$ cat config.mk
export PLATFORM = sky130hd
export DESIGN_NAME = fifo_packet_reader
export DESIGN_NICKNAME = d
export VERILOG_FILES = /design/src/rtl/fifo_packet_reader.sv
export SDC_FILE = /design/constraint.sdc
export NUM_CORES = 1
export LEC_CHECK = 0
export ABC_AREA = 1
export BUFFER_PORTS_ARGS = -buffer_cell sky130_fd_sc_hd__buf_2
export CAP_MARGIN = 10
export CORE_UTILIZATION = 25
export DETAILED_ROUTE_END_ITERATION = 10
export SYNTH_ARGS = -nofsm -noshare
export SYNTH_HDL_FRONTEND = slang
export SYNTH_SLANG_ARGS = --single-unit
$ cat constraint.sdc
create_clock -name clk -period 1.8 [get_ports clk]
set_input_delay 0.54 -clock clk [delete_from_list [all_inputs] [get_ports clk]]
set_output_delay 0.54 -clock clk [all_outputs]
set_load 0.05 [all_outputs]
$ cat src/rtl/fifo_packet_reader.sv
// Pops length-prefixed packets from a synchronous FIFO, drops the header word and
// streams the payload with sop/eop markers through a single output register.
module fifo_packet_reader #(
  parameter int WIDTH     = 8,
  parameter int LEN_WIDTH = 4,
  parameter int CNT_WIDTH = 16
) (
  input  logic                 clk,
  input  logic                 rst,
  input  logic                 fifo_empty,
  input  logic [WIDTH-1:0]     fifo_data,
  output logic                 fifo_rd_en,
  output logic                 m_valid,
  input  logic                 m_ready,
  output logic [WIDTH-1:0]     m_data,
  output logic                 m_sop,
  output logic                 m_eop,
  output logic                 err_zero_len,
  output logic                 busy,
  output logic [CNT_WIDTH-1:0] pkt_cnt,
  output logic                 fsm_state
);

  typedef enum logic {IDLE = 1'b0, PAYLOAD = 1'b1} state_t;

  state_t               state;
  logic [LEN_WIDTH-1:0] remaining;
  logic                 first;
  logic                 space;
  logic                 handshake;
  logic [LEN_WIDTH-1:0] hdr_len;

  // Stream handshake: a word moves when m_valid && m_ready at a rising edge;
  // m_valid never drops and m_data/m_sop/m_eop never change while unaccepted.
  assign space     = !m_valid || m_ready;
  assign handshake = m_valid && m_ready;
  assign hdr_len   = fifo_data[LEN_WIDTH-1:0];

  // Header pops ignore output space; payload pops need a free output slot.
  assign fifo_rd_en = !rst && !fifo_empty && ((state == IDLE) || space);

  assign busy      = (state == PAYLOAD) || m_valid;
  assign fsm_state = state;

  always_ff @(posedge clk) begin
    if (rst) begin
      state        <= IDLE;
      remaining    <= '0;
      first        <= 1'b0;
      m_valid      <= 1'b0;
      m_data       <= '0;
      m_sop        <= 1'b0;
      m_eop        <= 1'b0;
      err_zero_len <= 1'b0;
      pkt_cnt      <= '0;
    end else begin
      err_zero_len <= 1'b0;
      if (handshake) begin
        m_valid <= 1'b0;
        if (m_eop) pkt_cnt <= pkt_cnt + CNT_WIDTH'(1);
      end
      case (state)
        IDLE: begin
          if (fifo_rd_en) begin
            if (hdr_len == '0) begin
              err_zero_len <= 1'b1;
            end else begin
              remaining <= hdr_len;
              first     <= 1'b1;
              state     <= PAYLOAD;
            end
          end
        end
        PAYLOAD: begin
          // A pop here overrides the clear above, giving bubble-free reload.
          if (fifo_rd_en) begin
            m_data    <= fifo_data;
            m_valid   <= 1'b1;
            m_sop     <= first;
            m_eop     <= (remaining == LEN_WIDTH'(1));
            first     <= 1'b0;
            remaining <= remaining - LEN_WIDTH'(1);
            if (remaining == LEN_WIDTH'(1)) state <= IDLE;
          end
        end
        default: state <= IDLE;
      endcase
    end
  end

endmodule

==> flow_summary_export.csv <==
group,metric,value,unit
finish,final_area,0.00196,sq mm
critical_path,required,1.26,ns
logic_synthesis,synth.lib_cells_used.distinct,23,
floorplan,die_w,81.0,um
sta,relSlewSlack,79.4,%
placement,io_buffers,42,
floorplan,start_util,26.2,%
global_routing,grt_usage,13.1,%
placement,dp_hpwl,2890,um
logic_synthesis,async_flop_share,0,%
sta,hold_viol_final,0,
logic_synthesis,synth-edff-count,0,
route,postRouteAntennaNets,0,
global_routing,grt_max_degree,16,
clock_tree,clkTransAtPathRegs,0.06,ns
placement,dp_slack,0.0712,ns
logic_synthesis,yosys_warnings,0,
logic_synthesis,avgSynthCellArea,6.90,sq um
sta,fmax,579,MHz
logic_synthesis,synth_flop_cell,"dfxtp_1",
power,switching_share,26.2,%
logic_synthesis,synthSimpleGateAreaFrac,35.1,%
sta,fin_tns_setup,0,ns
sta,worst_slew_pin_slew,0.307,ns
logic_synthesis,synth_adder_area_share,2.41,%
critical_path,path_class,"in2out",
floorplan,die_y,81.0,um
logic_synthesis,ys_seq_area_share,43.7,%
logic_synthesis,netlist_area,0.00156,sq mm
power,power_frac_comb,11.5,%
status,outcome,"completed",
clock_tree,postCtsHoldBufs,0,
critical_path,worstPathArrival,1.19,ns
sta,setup_viol,0,
finish,n_fill_cell,656,
finish,postLayoutCoreUtil,33.0,%
global_routing,grt_first_pass_wirelength,6620,um
logic_synthesis,ys_ff_latch,34,
logic_synthesis,synth_xor_area_share,0.562,%
power,p_per_area,751,mW/mm^2
clock_tree,numCtsBuffers,5,
sta,layout_setup_ws,0.0729,ns
floorplan,core,0.00596,sq mm
route,dr_total_vias,1552,
global_routing,gr-total-overflow,0,
run,maxCapViolCount,0,
placement,gp_congestion,0.736,
power,leakage,0.938,nW
clock_tree,cts-resized-gates,0,
finish,multiInputGateArea,739,sq um
route,drt_iter0_markers,75,
clock_tree,cts.sink_count,34,
finish,antennaDiodeCount,0,
logic_synthesis,syn_inst,226,
sta,post-route-min-period,1.73,ns
floorplan,rows,28,
route,viasPerCell,4.40,
power,ir_drop,0.407,mV
route,routed_wl,3840,um
floorplan,dieArea,0.00656,sq mm
critical_path,start_kind,"input port",
clock_tree,cts_tree,"yes",
finish,drive_gt1_share,22.7,%
logic_synthesis,synth_mux_area_share,0,%
clock_tree,htreeDepth,2,
placement,dpl-instance-area,0.00189,sq mm
route,remaining_drc_errors,0,
clock_tree,ctsLongestPathBuffers,2,
route,wire_per_inst,10.9,um
clock_tree,insertion_delay,0.27,ns
sta,rsz0062_at_grt,"no",
clock_tree,cts-root-buf,"clkbuf_8",
finish,area_growth,25.9,%
route,dr.pass1.iters,4,
power,intPower,0.00109,W
clock_tree,cts_setup_buffers,0,
finish,final-seq-area,682,sq um
critical_path,endpoint_kind,"output port",
min_path,hold_class,"reg2reg",
logic_synthesis,synth_nets,241,
power,p_switching,0.000386,W
floorplan,ios,43,
sta,fin_skew,0.00550,ns
sta,final-max-slew-violation-count,0,
global_routing,grt_pass1_vias,1468,
critical_path,crit_fanout,3,
logic_synthesis,synth_top_family_by_area,"simple AND/OR/NAND/NOR gates",
finish,final_nets,293,
sta,fin_crit_sh,95.9,%
power,p_clk_share,35.6,%
logic_synthesis,synth_compound_area_share,9.39,%
global_routing,antenna_found_initial,0,
power,power_frac_seq,52.9,%
==> cell usage in the layout, fill, tap and decap left out <==
cell type,instances
dfxtp_1,33
dfxtp_2,1
buf_2,42
o21ai_2,1
buf_4,7
nand4_1,6
nand2_1,58
and3_1,1
xor2_1,1
nand3_1,23
ha_1,3
o21ai_0,14
nand2_4,1
o21ai_1,2
or2_2,1
clkbuf_1,2
nor2_1,31
nand3b_1,1
o21bai_1,1
a21oi_1,10
nand2_2,1
clkbuf_8,5
nor2_2,2
inv_2,2
nor3_1,2
inv_1,27
==> worst max-delay path, cell delays in order <==
cell and delay (ns):
buf_2 0.11, inv_1 0.04, nand2_1 0.06, o21ai_2 0.16, inv_2 0.06, buf_2 0.21
==> sequential cells by signal, summed over array words and instances (netlist names) <==
name and count:
m_eop 1, m_valid 1, fsm_state 1, err_zero_len 1
m_sop 1, remaining 4, pkt_cnt 16, first 1
m_data 8
==> Yosys cell counts, types with 3 or more instances <==
library cell,instances,area (sq um)
nand2_1,58,218
o21ai_0,14,70.1
buf_2,3,15.0
a21oi_1,10,50.1
nand3_1,23,115
ha_1,3,37.5
nand4_1,6,37.5
inv_1,27,101
dfxtp_1,34,681
nor2_1,31,116
==> per-layer routing <==
metal	GRT usage [%]	vias up	wire length (um)	part of all wire (%)
li1	-	819	-	-
met1	15.9	693	1850	48
met2	21.9	38	1790	47
met3	3.71	2	179	4.7
met4	4.64	0	23	0.60
met5	0	-	0	0
==> power groups by stage <==
stage / logic (W) / registers [W] / clock network [W]
floorplan: 0.0000837 / 0.000829 / 0
global placement: 0.000168 / 0.000795 / 0
detailed placement: 0.000170 / 0.000796 / 0
CTS: 0.000171 / 0.000779 / 0.000550
global route: 0.000188 / 0.000780 / 0.000585
finish: 0.000170 / 0.000779 / 0.000525
==> final cells by class <==
cell class | instances | share of cell area, %
inverter | 29 | 5.54
timing repair buffer | 49 | 13.4
sequential | 34 | 34.7
tap | 75 | 4.78
clock buffer | 7 | 3.89
multi-input combinational | 159 | 37.7
==> through the flow <==
step | hold WS [ns] | instances | power (W)
after floorplan | 0.427 | 226 | 0.000913
after global placement | 0.446 | 346 | 0.000963
after detailed placement | 0.454 | 346 | 0.000966
after CTS | 0.450 | 353 | 0.00150
after global routing | 0.453 | 353 | 0.00155
final | 0.454 | 353 | 0.00147
==> kinds of logic (layout without fill, tap and decap cells) <==
family / count (synthesis) / in the layout
and+or+nand+nor: 127 / 127
xor gates and xnor gates: 1 / 1
adders and majority gates: 3 / 3
AOI/OAI and AO/OA: 28 / 28
DFF: 34 / 34
buffers and inverters: 33 / 85
==> final timing paths <==
kind / startpoint / end / slack, ns / cells past startpoint
worst max-delay path: m_ready / fifo_rd_en / 0.07 / 6
worst max register to register: pkt_cnt[1] / pkt_cnt[12] / 0.36 / 6
worst min-delay path: first / first / 0.45 / 2
worst min register to register: first / first / 0.45 / 2
No activity file was read; power rests on OpenSTA's default activity.
